`config.mk`:
```
export PLATFORM = sky130hd
export DESIGN_NAME = mem_access_ctrl
export DESIGN_NICKNAME = d
export VERILOG_FILES = /design/src/rtl/mem_access_ctrl.sv
export SDC_FILE = /design/constraint.sdc
export NUM_CORES = 1
export LEC_CHECK = 0
export BUFFER_PORTS_ARGS = -buffer_cell sky130_fd_sc_hd__buf_4
export CORE_MARGIN = 4
export CORE_UTILIZATION = 45
export CTS_CLUSTER_SIZE = 14
export DETAILED_ROUTE_END_ITERATION = 16
export GPL_TIMING_DRIVEN = 1
export PLACE_DENSITY = 0.85
export SYNTH_ARGS = -nofsm -noshare
export SYNTH_HDL_FRONTEND = slang
export SYNTH_SLANG_ARGS = --single-unit
```
`constraint.sdc`:
```
create_clock -name CLK -period 2.31 [get_ports CLK]
set_input_delay 0.231 -clock CLK [delete_from_list [all_inputs] [get_ports CLK]]
set_output_delay 0.231 -clock CLK [all_outputs]
set_load 0.02 [all_outputs]
```
`src/rtl/mem_access_ctrl.sv`:
```
// Memory-access sequencer in front of a synchronous single-port RAM.
// Accepts a single-word write or a burst read and runs it one RAM operation at a time.
module mem_access_ctrl #(
    parameter int AW = 12,
    parameter int DW = 16,
    parameter int LW = 4
) (
    input  logic          CLK,
    input  logic          RST_N,
    input  logic          req,
    input  logic          we,
    input  logic [AW-1:0] addr,
    input  logic [LW-1:0] len,
    input  logic [DW-1:0] wdata,
    output logic          busy,
    output logic          done,
    output logic          rvalid,
    output logic [DW-1:0] rdata,
    output logic          overrun,
    output logic          ram_read,
    output logic          ram_write,
    output logic [AW-1:0] ram_addr,
    output logic [DW-1:0] ram_wdata,
    input  logic [DW-1:0] ram_rdata
);

    typedef enum logic [1:0] {
        S_IDLE    = 2'd0,
        S_ISSUE   = 2'd1,
        S_CAPTURE = 2'd2,
        S_DONE    = 2'd3
    } state_t;

    state_t        state_q;
    logic [AW-1:0] ar_q;
    logic [DW-1:0] wbuf_q;
    logic [DW-1:0] dr_q;
    logic [LW-1:0] cnt_q;
    logic          op_q;
    logic          busy_q;
    logic          done_q;
    logic          rvalid_q;
    logic          overrun_q;
    logic          rd_q;
    logic          wr_q;
    logic [AW-1:0] ar_d;

    // Next burst address; wraps naturally at the top of the address space.
    assign ar_d = ar_q + AW'(1);

    // Strobes are registered alongside the state transition, so they are high
    // exactly while the FSM sits in ISSUE and are cleared by reset at once.
    always_ff @(posedge CLK or negedge RST_N) begin
        if (!RST_N) begin
            state_q   <= S_IDLE;
            ar_q      <= '0;
            wbuf_q    <= '0;
            dr_q      <= '0;
            cnt_q     <= '0;
            op_q      <= 1'b0;
            busy_q    <= 1'b0;
            done_q    <= 1'b0;
            rvalid_q  <= 1'b0;
            overrun_q <= 1'b0;
            rd_q      <= 1'b0;
            wr_q      <= 1'b0;
        end else begin
            rvalid_q <= 1'b0;
            done_q   <= 1'b0;
            rd_q     <= 1'b0;
            wr_q     <= 1'b0;
            if (req && (state_q != S_IDLE)) begin
                overrun_q <= 1'b1;
            end
            case (state_q)
                S_IDLE: begin
                    if (req) begin
                        ar_q    <= addr;
                        wbuf_q  <= wdata;
                        op_q    <= we;
                        cnt_q   <= len;
                        wr_q    <= we;
                        rd_q    <= ~we;
                        busy_q  <= 1'b1;
                        state_q <= S_ISSUE;
                    end
                end
                S_ISSUE: begin
                    if (op_q) begin
                        done_q  <= 1'b1;
                        state_q <= S_DONE;
                    end else begin
                        state_q <= S_CAPTURE;
                    end
                end
                S_CAPTURE: begin
                    dr_q     <= ram_rdata;
                    rvalid_q <= 1'b1;
                    if (cnt_q == '0) begin
                        done_q  <= 1'b1;
                        state_q <= S_DONE;
                    end else begin
                        cnt_q   <= cnt_q - LW'(1);
                        ar_q    <= ar_d;
                        rd_q    <= 1'b1;
                        state_q <= S_ISSUE;
                    end
                end
                S_DONE: begin
                    busy_q  <= 1'b0;
                    state_q <= S_IDLE;
                end
                default: begin
                    busy_q  <= 1'b0;
                    state_q <= S_IDLE;
                end
            endcase
        end
    end

    assign busy      = busy_q;
    assign done      = done_q;
    assign rvalid    = rvalid_q;
    assign rdata     = dr_q;
    assign overrun   = overrun_q;
    assign ram_read  = rd_q;
    assign ram_write = wr_q;
    assign ram_addr  = ar_q;
    assign ram_wdata = wbuf_q;

endmodule

```
==> results of run 1 <==
-- per-layer routing --
metal | part of all wire | up-vias
li1 | - | 1004
met1 | 0.40 | 1031
met2 | 0.49 | 88
met3 | 0.095 | 11
met4 | 0.015 | 0
met5 | 0 | -
-- path summary, 6_finish.rpt --
kind,startpoint,end,slack (ns),depth (start not counted)
max reg2reg,state_q[1],ram_addr[7],0.39,6
min,we,ram_read,0.10,2
min in group asynchronous,RST_N,ram_write,0.48,2
max,state_q[1],ram_addr[7],0.39,6
min reg2reg,overrun,overrun,0.47,1
max in group asynchronous,RST_N,ram_addr[5],1.35,2
-- power by group through the flow --
stage	Combinational [W]	Sequential, W	Clock (W)
6_report	0.00272	0.00185	0.000927
5_1_grt	0.00293	0.00194	0.000995
4_1_cts	0.00274	0.00185	0.000946
3_5_place_dp	0.00274	0.00187	0
3_3_place_gp	0.00266	0.00184	0
2_1_floorplan	0.00125	0.00234	0
-- sequential cells by signal (all words and copies together) (netlist names), 2 cells and up --
name	cells
state_q	2
cnt_q	4
ram_wdata	16
ram_addr	12
rdata	16
-- critical path, delay by kind of cell (launching register included) --
kind,cells,cell delay (ns)
muxes,1,0.43
adders and majority gates,1,0.37
DFF,1,0.43
AOI/OAI and AO/OA,1,0.23
and+or+nand+nor,2,0.22
buffers and inverters,1,0.13
-- layout by cell type (no fill, tap or decap), types with 4 or more instances in the layout --
cell,synthesis,final
sky130_fd_sc_hd__nor2b_1,4,4
sky130_fd_sc_hd__dfrtp_1,57,57
sky130_fd_sc_hd__o21ai_0,16,16
sky130_fd_sc_hd__a2bb2oi_1,4,4
sky130_fd_sc_hd__nand2b_1,4,4
sky130_fd_sc_hd__nand3_1,5,5
sky130_fd_sc_hd__inv_1,7,7
sky130_fd_sc_hd__a21oi_1,16,16
sky130_fd_sc_hd__nand2_1,13,13
sky130_fd_sc_hd__ha_1,6,5
sky130_fd_sc_hd__o22ai_1,5,5
sky130_fd_sc_hd__buf_4,0,103
sky130_fd_sc_hd__clkbuf_8,0,10
sky130_fd_sc_hd__and4_1,4,4
sky130_fd_sc_hd__mux2_2,31,31
sky130_fd_sc_hd__nor3_1,5,5
-- per-stage QoR --
step | cells | cell area, um^2 | worst slack (ns) | total power, W | hold WS (ns)
2_1_floorplan | 219 | 2626 | 0.6119 | 0.003592 | -0.06459
3_3_place_gp | 384 | 3423 | 0.4971 | 0.004501 | 0.3322
3_5_place_dp | 384 | 3423 | 0.3873 | 0.004604 | 0.3345
4_1_cts | 401 | 3630 | 0.3836 | 0.005544 | 0.08529
5_1_grt | 401 | 3630 | 0.2381 | 0.005858 | 0.08830
6_report | 401 | 3630 | 0.3886 | 0.005502 | 0.1005
-- final cells by class --
type                       count  area share
tap                           72     0.02482
clock buffer                  11     0.03895
clock inverter                 5     0.01517
multi-input combinational    145      0.3051
sequential                    57      0.3930
inverter                       7    0.007239
timing repair buffer         104      0.2158
-- cells by family after synthesis --
kind of cell / after synthesis / synth area share
AOI/OAI and AO/OA: 49 / 0.1115
adders and majority gates: 6 / 0.02858
buffers and inverters: 17 / 0.03621
DFF: 57 / 0.5431
muxes: 36 / 0.1558
and+or+nand+nor: 54 / 0.1248
==> flow_metrics.env, run 1 <==
export IMPL_netlist_cell_type_count=39
export IMPL_utilization=0.6512
export IMPL_worstPathRequired_ns=2.54
export IMPL_cts_buffers_inserted=9
export IMPL_number_of_iterations_in_the_first_detailed_routing_pass=4
export IMPL_wire_length_of_the_first_global_routing_pass_um=10290
export IMPL_synth_seq_area_share=0.5431
export IMPL_worst_tran_pin_value_ns=0.7150
export IMPL_clock_sinks=57
export IMPL_share_clk_of_total_power=0.168
export IMPL_power_density_mw_per_mm2=1516
export IMPL_number_of_flops_mapped_to_enable_cells_by_yosys=0
export IMPL_post_synth_top_area_cell="sky130_fd_sc_hd__dfrtp_1"
export IMPL_finalWorstPathRequiredPeriod_ns=1.921
export IMPL_rsz0062_at_grt="false"
export IMPL_crit_arrival_ns=2.15
export IMPL_worst_clock_skew_ns=0.009204
export IMPL_cts_resized=0
export IMPL_worst_path_largest_cell_delay_ns=0.43
export IMPL_global_route_overflow_total=0
export IMPL_grt_antenna_before_repair=0
export IMPL_most_used_flip_flop_cell_after_synthesis="sky130_fd_sc_hd__dfrtp_1"
export IMPL_layout_drive_gt1_share=0.4772
export IMPL_yosys_warnings=0
export IMPL_clk_insertion_delay_late_ns=0.34
export IMPL_pin_count=102
export IMPL_initial_cell_density_of_the_core=0.4712
export IMPL_timing_max_slew_rel_slack=0.5234
export IMPL_post_synth_cell_area_avg_um2=11.99
export IMPL_p_int_w=0.003301
export IMPL_die_x_um=84.40
export IMPL_core_area_mm2=0.005574
export IMPL_synth_top_area_cells="sky130_fd_sc_hd__dfrtp_1 (54%), sky130_fd_sc_hd__mux2_2 (13%), sky130_fd_sc_hd__a21oi_1 (3.0%)"
export IMPL_num_fill_cells=452
export IMPL_post_route_drc_count=0
export IMPL_setup_violations_final=0
export IMPL_finalHoldViolCount=0
export IMPL_maxcap_viol_count=0
export IMPL_cts_hold_repair_buffers=1
export IMPL_hp_class="in -> reg"
export IMPL_detailroute_via_count=2134
export IMPL_ctsHtreeMaxLevel=3
export IMPL_antenna_cells=0
export IMPL_multi_input_area_mm2=0.001107
export IMPL_worst_setup_path_start_kind="flop"
export IMPL_period_share=0.8318
export IMPL_yosys_register_bits=57
export IMPL_worst_voltage_drop_across_the_vdd_grid_mv=0.8672
export IMPL_standard_cell_row_count=27
export IMPL_post_synth_inst_count=219
export IMPL_chipHeight_um=84.40
export IMPL_net_switching_power_w=0.002201
export IMPL_port_buffers=101
export IMPL_synth_most_common_cell="sky130_fd_sc_hd__dfrtp_1"
export IMPL_final_nets=382
export IMPL_avgViaCountPerCell=5.322
export IMPL_flow_area_growth_from_synthesis_pct=38.21
export IMPL_global_route_peak_usage_layer="met2"
export IMPL_combPwrFrac=0.495
export IMPL_final_wtd_congestion=0.7659
export IMPL_grtUsageMet2=0.2848
export IMPL_fp_dieArea_mm2=0.007123
export IMPL_dp_hpwl_um=4432
export IMPL_mappedNetlistArea_mm2=0.002626
export IMPL_post_synth_top_area_fraction=0.5431
export IMPL_endpoint_class_of_the_critical_path="flop"
export IMPL_root_buffer="sky130_fd_sc_hd__clkbuf_8"
export IMPL_max_freq_mhz=520.5
export IMPL_cpMaxStageDelayCell="sky130_fd_sc_hd__dfrtp_1"
export IMPL_synthArstFlopShare=1.000
export IMPL_gr_usage_met1=0.2137
export IMPL_setup_worst_path_class="reg -> reg"
export IMPL_seqCellArea_mm2=0.001426
export IMPL_status="finished clean"
export IMPL_first_global_vias=2174
export IMPL_tns_ns=0
export IMPL_syn_nets=277
export IMPL_power_leakage_nw=1.668
export IMPL_postCtsSetupBuffers=0
export IMPL_synth_commonest_cells="sky130_fd_sc_hd__dfrtp_1 (57), sky130_fd_sc_hd__mux2_2 (31), sky130_fd_sc_hd__a21oi_1 (16), sky130_fd_sc_hd__o21ai_0 (16), sky130_fd_sc_hd__nand2_1 (13)"
export IMPL_drt_antenna_violating_nets=0
export IMPL_tritoncts="yes"
export IMPL_slew_violations=0
export IMPL_clockBufferDepth=2
export IMPL_first_iter_violations=110
export IMPL_cp_cell_sequence="inv_1 -> ha_1 -> mux2i_2 -> nor2_4 -> o22ai_1 -> nor3_2"
export IMPL_groute_usage_overall=0.1813
export IMPL_grt_start_max_net_pins=58
export IMPL_portion_of_total_power_attributed_to_sequential_cells=0.337
export IMPL_critPathMaxFanout=19
export IMPL_clkSlewWorstSetupHoldPaths_ns=0.07
export IMPL_routed_wl_um=6199
export IMPL_grtUsageMet3=0.08930
export IMPL_netSwitchingFraction=0.4000
export IMPL_drt_wirelength_per_cell_um=15.46
Note: power is estimated with default switching activity, not from simulation.
==> inputs of run 2 (changes only) <==
==> constraint.sdc (replaced) <==
create_clock -name CLK -period 1.8 [get_ports CLK]
set_input_delay 0.18 -clock CLK [delete_from_list [all_inputs] [get_ports CLK]]
set_output_delay 0.18 -clock CLK [all_outputs]
set_load 0.02 [all_outputs]
==> flow_metrics.env, run 2 (synthesized netlist as in run 1, its figures left out) <==
export IMPL_first_iter_violations=71
export IMPL_hp_class="in -> reg"
export IMPL_rsz0062_at_grt="true"
export IMPL_setup_worst_path_class="reg -> reg"
export IMPL_share_clk_of_total_power=0.166
export IMPL_portion_of_total_power_attributed_to_sequential_cells=0.331
export IMPL_grt_antenna_before_repair=0
export IMPL_min_delay_path_depth=2
export IMPL_clk_insertion_delay_late_ns=0.33
export IMPL_hold_ws_ns=0.05161
export IMPL_setup_violations_final=0
export IMPL_tns_ns=0
export IMPL_final_common_cell="sky130_fd_sc_hd__buf_4"
export IMPL_max_freq_mhz=569.8
export IMPL_worst_path_buf_inv=1
export IMPL_wl_met3_um=524
export IMPL_slew_violations=0
export IMPL_worst_voltage_drop_across_the_vdd_grid_mv=0.9919
export IMPL_dp_cells=386
export IMPL_worstPathRequired_ns=2.00
export IMPL_drt_wirelength_per_cell_um=14.47
export IMPL_maxcap_viol_count=0
export IMPL_period_share=0.9750
export IMPL_global_route_overflow_total=0
export IMPL_endpoint_class_of_the_critical_path="flop"
export IMPL_antenna_cells=0
export IMPL_groute_usage_overall=0.1728
export IMPL_worst_setup_path_start_kind="flop"
export IMPL_routed_top_layer="met4"
export IMPL_cp_top_family="compound AO/OA/AOI/OAI gates"
export IMPL_net_switching_power_w=0.002826
export IMPL_postLayoutSetupSlackWorst_ns=0.04502
export IMPL_final_wtd_congestion=0.7509
export IMPL_place_worst_setup_slack_ns=-0.01463
export IMPL_cpMaxStageDelayCell="sky130_fd_sc_hd__dfrtp_1"
export IMPL_worst_path_largest_cell_delay_ns=0.42
export IMPL_dp_hpwl_um=4233
export IMPL_tritoncts="yes"
export IMPL_die_x_um=84.40
export IMPL_number_of_iterations_in_the_first_detailed_routing_pass=4
export IMPL_final_nets=386
export IMPL_critPathMaxFanout=5
export IMPL_chipHeight_um=84.40
export IMPL_cp_cell_sequence="inv_1 -> ha_2 -> mux2_4 -> a22o_1 -> a221o_1"
export IMPL_cts_buffers_inserted=9
export IMPL_core_area_mm2=0.005574
export IMPL_pin_count=102
export IMPL_met2WireLength_um=2882
export IMPL_port_buffers=101
export IMPL_worst_tran_pin_value_ns=0.6982
export IMPL_r2r_end="cnt_q[3]"
export IMPL_clockBufferDepth=2
export IMPL_critPathLaunch="state_q[0]"
export IMPL_r2r_start="state_q[0]"
export IMPL_finalWorstPathRequiredPeriod_ns=1.755
export IMPL_reg2reg_setup_slack_ns=0.05
export IMPL_crit_arrival_ns=1.96
export IMPL_standard_cell_row_count=27
export IMPL_p_int_w=0.004364
export IMPL_grt_start_max_net_pins=58
export IMPL_first_global_vias=2114
export IMPL_avgViaCountPerCell=5.123
export IMPL_routedLengthMet1_um=2373
export IMPL_ctsHtreeMaxLevel=3
export IMPL_post_route_drc_count=0
export IMPL_hold_start="we"
export IMPL_clkSlewWorstSetupHoldPaths_ns=0.07
export IMPL_worst_clock_skew_ns=0.008086
export IMPL_initial_cell_density_of_the_core=0.4712
export IMPL_root_buffer="sky130_fd_sc_hd__clkbuf_8"
export IMPL_layout_cells_non_filler=405
export IMPL_reg2regPathDepth=5
export IMPL_fp_dieArea_mm2=0.007123
export IMPL_detailroute_via_count=2075
export IMPL_combPwrFrac=0.503
export IMPL_most_frequent_cells_in_the_layout="sky130_fd_sc_hd__buf_4 (105), sky130_fd_sc_hd__dfrtp_1 (57), sky130_fd_sc_hd__mux2_2 (31)"
export IMPL_power_leakage_nw=1.700
export IMPL_status="finished clean"
export IMPL_flow_area_growth_from_synthesis_pct=40.92
export IMPL_routed_wl_um=5861
export IMPL_clock_sinks=57
export IMPL_netSwitchingFraction=0.3930
export IMPL_whs_endpoint="ram_read"
export IMPL_drt_antenna_violating_nets=0
export IMPL_finalHoldViolCount=0
export IMPL_power_density_mw_per_mm2=1942
export IMPL_layout_drive_gt1_share=0.4895
export IMPL_timing_max_slew_rel_slack=0.5346
export IMPL_wire_length_of_the_first_global_routing_pass_um=9853
export IMPL_post_layout_total_power_w=0.007189
-- run 2: power by group through the flow --
stage          clock network (W)  logic [W]  registers (W)
2_1_floorplan                  0    0.00161        0.00300
3_3_place_gp                   0    0.00344        0.00237
3_5_place_dp                   0    0.00353        0.00239
4_1_cts                  0.00123    0.00355        0.00238
5_1_grt                  0.00130    0.00393        0.00248
6_report                 0.00119    0.00361        0.00238
-- run 2: area by class of cell --
class	count	area, um^2
multi-input cells	145	1124
well taps	72	90.09
clock inverters	6	67.56
inverters	7	26.28
flip-flops and latches	57	1426
repair buffers	108	829.5
clock buffers	10	137.6
fillers	466	1873
-- run 2: what timing repair did --
| action | in CTS | in global routing |
|---|---|---|
| hold endpoints to repair | 57 | 0 |
| endpoints found under the setup margin | 4 | 9 |
| pin swaps | 0 | 1 |
| gates resized for setup | 1 | 3 |
| hold buffers | 1 | 0 |
| setup buffers | 0 | 2 |
-- run 2: worst register-to-register path, cell delays in order (launching register included) --
cell and delay (ns):
sky130_fd_sc_hd__dfrtp_1 0.42, sky130_fd_sc_hd__inv_1 0.12, sky130_fd_sc_hd__ha_2 0.26, sky130_fd_sc_hd__mux2_4 0.34, sky130_fd_sc_hd__a22o_1 0.20, sky130_fd_sc_hd__a221o_1 0.29
-- run 2: metal layers --
metal	track usage	vias to the layer above
met5	0	-
met1	0.2111	980
met3	0.06575	8
li1	-	1013
met2	0.2704	74
met4	0.08201	0
-- run 2: worst max-delay path by stage --
| stage | to | slack [ns] | depth (start not counted) |
|---|---|---|---|
| 6_report | cnt_q[3] | 0.05 | 5 |
| 5_1_grt | cnt_q[3] | -0.04 | 5 |
| 4_1_cts | cnt_q[3] | 0.03 | 5 |
| 3_5_place_dp | cnt_q[3] | -0.01 | 6 |
| 3_3_place_gp | ram_wdata[8] | 0.07 | 5 |
| 2_1_floorplan | cnt_q[3] | 0.10 | 6 |
-- run 2: stage by stage --
stage | instance area, um^2 | utilization
final | 3701 | 0.6640
after global routing | 3701 | 0.6640
after floorplan | 2626 | -
after global placement | 3438 | 0.6168
after CTS | 3659 | 0.6563
after detailed placement | 3438 | 0.6168
==> inputs of run 3 (changes only) <==
--- a/config.mk
+++ b/config.mk
@@ -5,8 +5,9 @@
 export SDC_FILE = /design/constraint.sdc
 export NUM_CORES = 1
 export LEC_CHECK = 0
+export ABC_AREA = 1
 export BUFFER_PORTS_ARGS = -buffer_cell sky130_fd_sc_hd__buf_4
-export CORE_MARGIN = 4
+export CORE_MARGIN = 2
 export CORE_UTILIZATION = 45
 export CTS_CLUSTER_SIZE = 14
 export DETAILED_ROUTE_END_ITERATION = 16
==> flow_metrics.env, run 3 <==
export IMPL_post_synth_inst_count=329
export IMPL_core_area_mm2=0.005574
export IMPL_post_synth_top_area_cell="sky130_fd_sc_hd__dfrtp_1"
export IMPL_tns_ns=0
export IMPL_power_leakage_nw=1.992
export IMPL_worst_tran_pin_value_ns=0.7097
export IMPL_die_x_um=80.61
export IMPL_finalWorstPathRequiredPeriod_ns=1.599
export IMPL_antenna_cells=0
export IMPL_crit_arrival_ns=1.81
export IMPL_layout_drive_gt1_share=0.3000
export IMPL_status="finished clean"
export IMPL_netlist_cell_type_count=28
export IMPL_finalHoldViolCount=0
export IMPL_cpMaxStageDelayCell="sky130_fd_sc_hd__dfrtp_1"
export IMPL_number_of_iterations_in_the_first_detailed_routing_pass=4
export IMPL_clockBufferDepth=2
export IMPL_first_global_vias=2542
export IMPL_initial_cell_density_of_the_core=0.4738
export IMPL_cp_cell_sequence="inv_1 -> ha_1 -> nand2_1 -> o21ai_2 -> nand2_2 -> buf_4 -> nor2_1 -> o21ai_0 -> o21ai_0"
export IMPL_mappedNetlistArea_mm2=0.002641
export IMPL_utilization=0.6595
export IMPL_worst_path_largest_cell_delay_ns=0.42
export IMPL_num_fill_cells=500
export IMPL_drt_antenna_violating_nets=0
export IMPL_synth_most_common_cell="sky130_fd_sc_hd__nand2_1"
export IMPL_routed_wl_um=6392
export IMPL_most_used_flip_flop_cell_after_synthesis="sky130_fd_sc_hd__dfrtp_1"
export IMPL_most_frequent_cells_in_the_layout="sky130_fd_sc_hd__nand2_1 (152), sky130_fd_sc_hd__buf_4 (106), sky130_fd_sc_hd__dfrtp_1 (57)"
export IMPL_slew_violations=0
export IMPL_worstPathRequired_ns=2.01
export IMPL_worst_voltage_drop_across_the_vdd_grid_mv=1.128
export IMPL_timing_max_slew_rel_slack=0.5268
export IMPL_power_density_mw_per_mm2=1895
export IMPL_flow_area_growth_from_synthesis_pct=39.18
export IMPL_cp_common_cell="sky130_fd_sc_hd__o21ai_0"
export IMPL_chipHeight_um=80.61
export IMPL_cp_top_family="flip-flops"
export IMPL_final_common_cell="sky130_fd_sc_hd__nand2_1"
export IMPL_hp_class="in -> reg"
export IMPL_grt_start_max_net_pins=58
export IMPL_critPathMaxFanout=12
export IMPL_yosys_warnings=0
export IMPL_post_synth_cell_area_avg_um2=8.028
export IMPL_root_buffer="sky130_fd_sc_hd__clkbuf_8"
export IMPL_synthArstFlopShare=1.000
export IMPL_post_layout_total_power_w=0.006968
export IMPL_setup_violations_final=0
export IMPL_worst_setup_path_start_kind="flop"
export IMPL_first_iter_violations=130
export IMPL_clk_insertion_delay_late_ns=0.34
export IMPL_max_freq_mhz=625.5
export IMPL_avgViaCountPerCell=4.813
export IMPL_cts_buffers_inserted=9
export IMPL_grt_antenna_before_repair=0
export IMPL_setup_worst_path_class="reg -> reg"
export IMPL_synth_top_area_cells="sky130_fd_sc_hd__dfrtp_1 (54%), sky130_fd_sc_hd__nand2_1 (22%), sky130_fd_sc_hd__nor2_1 (3.6%)"
export IMPL_rsz0062_at_grt="false"
export IMPL_fp_dieArea_mm2=0.006498
export IMPL_ctsHtreeMaxLevel=3
export IMPL_worst_path_buf_inv=2
export IMPL_number_of_flops_mapped_to_enable_cells_by_yosys=0
export IMPL_clkSlewWorstSetupHoldPaths_ns=0.07
export IMPL_synth_commonest_cells="sky130_fd_sc_hd__nand2_1 (152), sky130_fd_sc_hd__dfrtp_1 (57), sky130_fd_sc_hd__nor2_1 (25)"
export IMPL_final_wtd_congestion=0.7345
export IMPL_port_buffers=101
export IMPL_tritoncts="yes"
export IMPL_post_synth_top_area_fraction=0.5400
export IMPL_syn_nets=387
export IMPL_hold_ws_ns=0.03104
export IMPL_global_route_overflow_total=0
export IMPL_place_worst_setup_slack_ns=0.1548
export IMPL_post_route_drc_count=0
export IMPL_maxcap_viol_count=0
export IMPL_synth_seq_area_share=0.5400
export IMPL_worst_clock_skew_ns=0.008612
export IMPL_postLayoutSetupSlackWorst_ns=0.2012
export IMPL_final_nets=493
export IMPL_drt_wirelength_per_cell_um=12.48
export IMPL_groute_usage_overall=0.2124
export IMPL_dp_hpwl_um=4613
export IMPL_clock_sinks=57
export IMPL_yosys_register_bits=57
export IMPL_detailroute_via_count=2464
export IMPL_standard_cell_row_count=27
export IMPL_wire_length_of_the_first_global_routing_pass_um=10630
export IMPL_period_share=0.8882
export IMPL_endpoint_class_of_the_critical_path="flop"
export IMPL_pin_count=102
==> run 3: cell types whose count changed after synthesis, sizes merged, moves of 4 or more <==
cell     change
clkbuf       +5
nand2b       -5
a21oi       -10
nor3         -6
or2          +4
inv         +12
o22ai        -4
nand2      +139
nor2b        -4
a2bb2oi      -4
mux2        -33
nand3        +7
nor2        +22
and4         -4
==> run 3: area by class of cell <==
cell class,instances,area [um^2],area share
timing repair buffer,108,825.8,0.2246
clock inverter,6,43.79,0.01191
clock buffer,10,137.6,0.03744
multi-input combinational,240,1079,0.2934
sequential,57,1426,0.3880
inverter,19,73.82,0.02008
tap,72,90.09,0.02451
==> run 3: per-layer routing <==
layer  GRT usage  vias up  share of wire
li1            -     1243              -
met3     0.04045       10          0.053
met5           0        -              0
met1      0.2332     1147           0.42
met2      0.3867       64           0.51
met4      0.1085        0          0.020
==> run 3: worst paths after layout <==
| path | startpoint | end | slack, ns | cells after the start |
|---|---|---|---|---|
| worst max-delay path | state_q[0] | ram_addr[3] | 0.20 | 9 |
| worst min-delay path | wdata[0] | ram_wdata[0] | 0.03 | 3 |
| worst min register to register | rdata[10] | rdata[10] | 0.47 | 2 |
| worst max register to register | state_q[0] | ram_addr[3] | 0.20 | 9 |
| max in group asynchronous | RST_N | ram_addr[5] | 0.84 | 2 |
| min in group asynchronous | RST_N | ram_wdata[15] | 0.48 | 2 |
==> run 3: metrics by stage <==
| stage | std cells | instance area, um^2 |
|---|---|---|
| 6_report | 512 | 3676 |
| 5_1_grt | 512 | 3676 |
| 4_1_cts | 512 | 3671 |
| 3_5_place_dp | 495 | 3480 |
| 3_3_place_gp | 495 | 3480 |
| 2_1_floorplan | 329 | 2641 |
==> run 3: where the power goes <==
part / switching [W] / internal (W)
logic: 0.00210 / 0.00144
clock network: 0.000537 / 0.000535
registers: 0.000463 / 0.00189
total: 0.00310 / 0.00387
==> run 3: cell families (layout without fill, tap and decap cells) <==
logic type | count (synthesis) | in the layout | share of synthesized area
buffers and inverters | 32 | 143 | 0.05258
adders and majority gates | 6 | 6 | 0.02842
and+or+nand+nor | 201 | 201 | 0.3036
AOI/OAI and AO/OA | 29 | 29 | 0.06206
xor gates and xnor gates | 4 | 4 | 0.01327
DFF | 57 | 57 | 0.5400
==> run 3: worst register-to-register path, delay by kind of cell, from the launching register on <==
kind | cells | cell delay [ns]
AND/OR/NAND/NOR | 3 | 0.30
flip-flops | 1 | 0.42
AO/OA/AOI/OAI | 3 | 0.24
buffers and inverters | 2 | 0.28
adder cells (fa/ha/maj) | 1 | 0.24
==> run 3: timing repair <==
| action | CTS | global route |
|---|---|---|
| hold endpoints to repair | 57 | 0 |
| hold buffers | 1 | 0 |
| setup buffers | 0 | 0 |
| endpoints found under the setup margin | 0 | 5 |
| resized for setup | 0 | 3 |
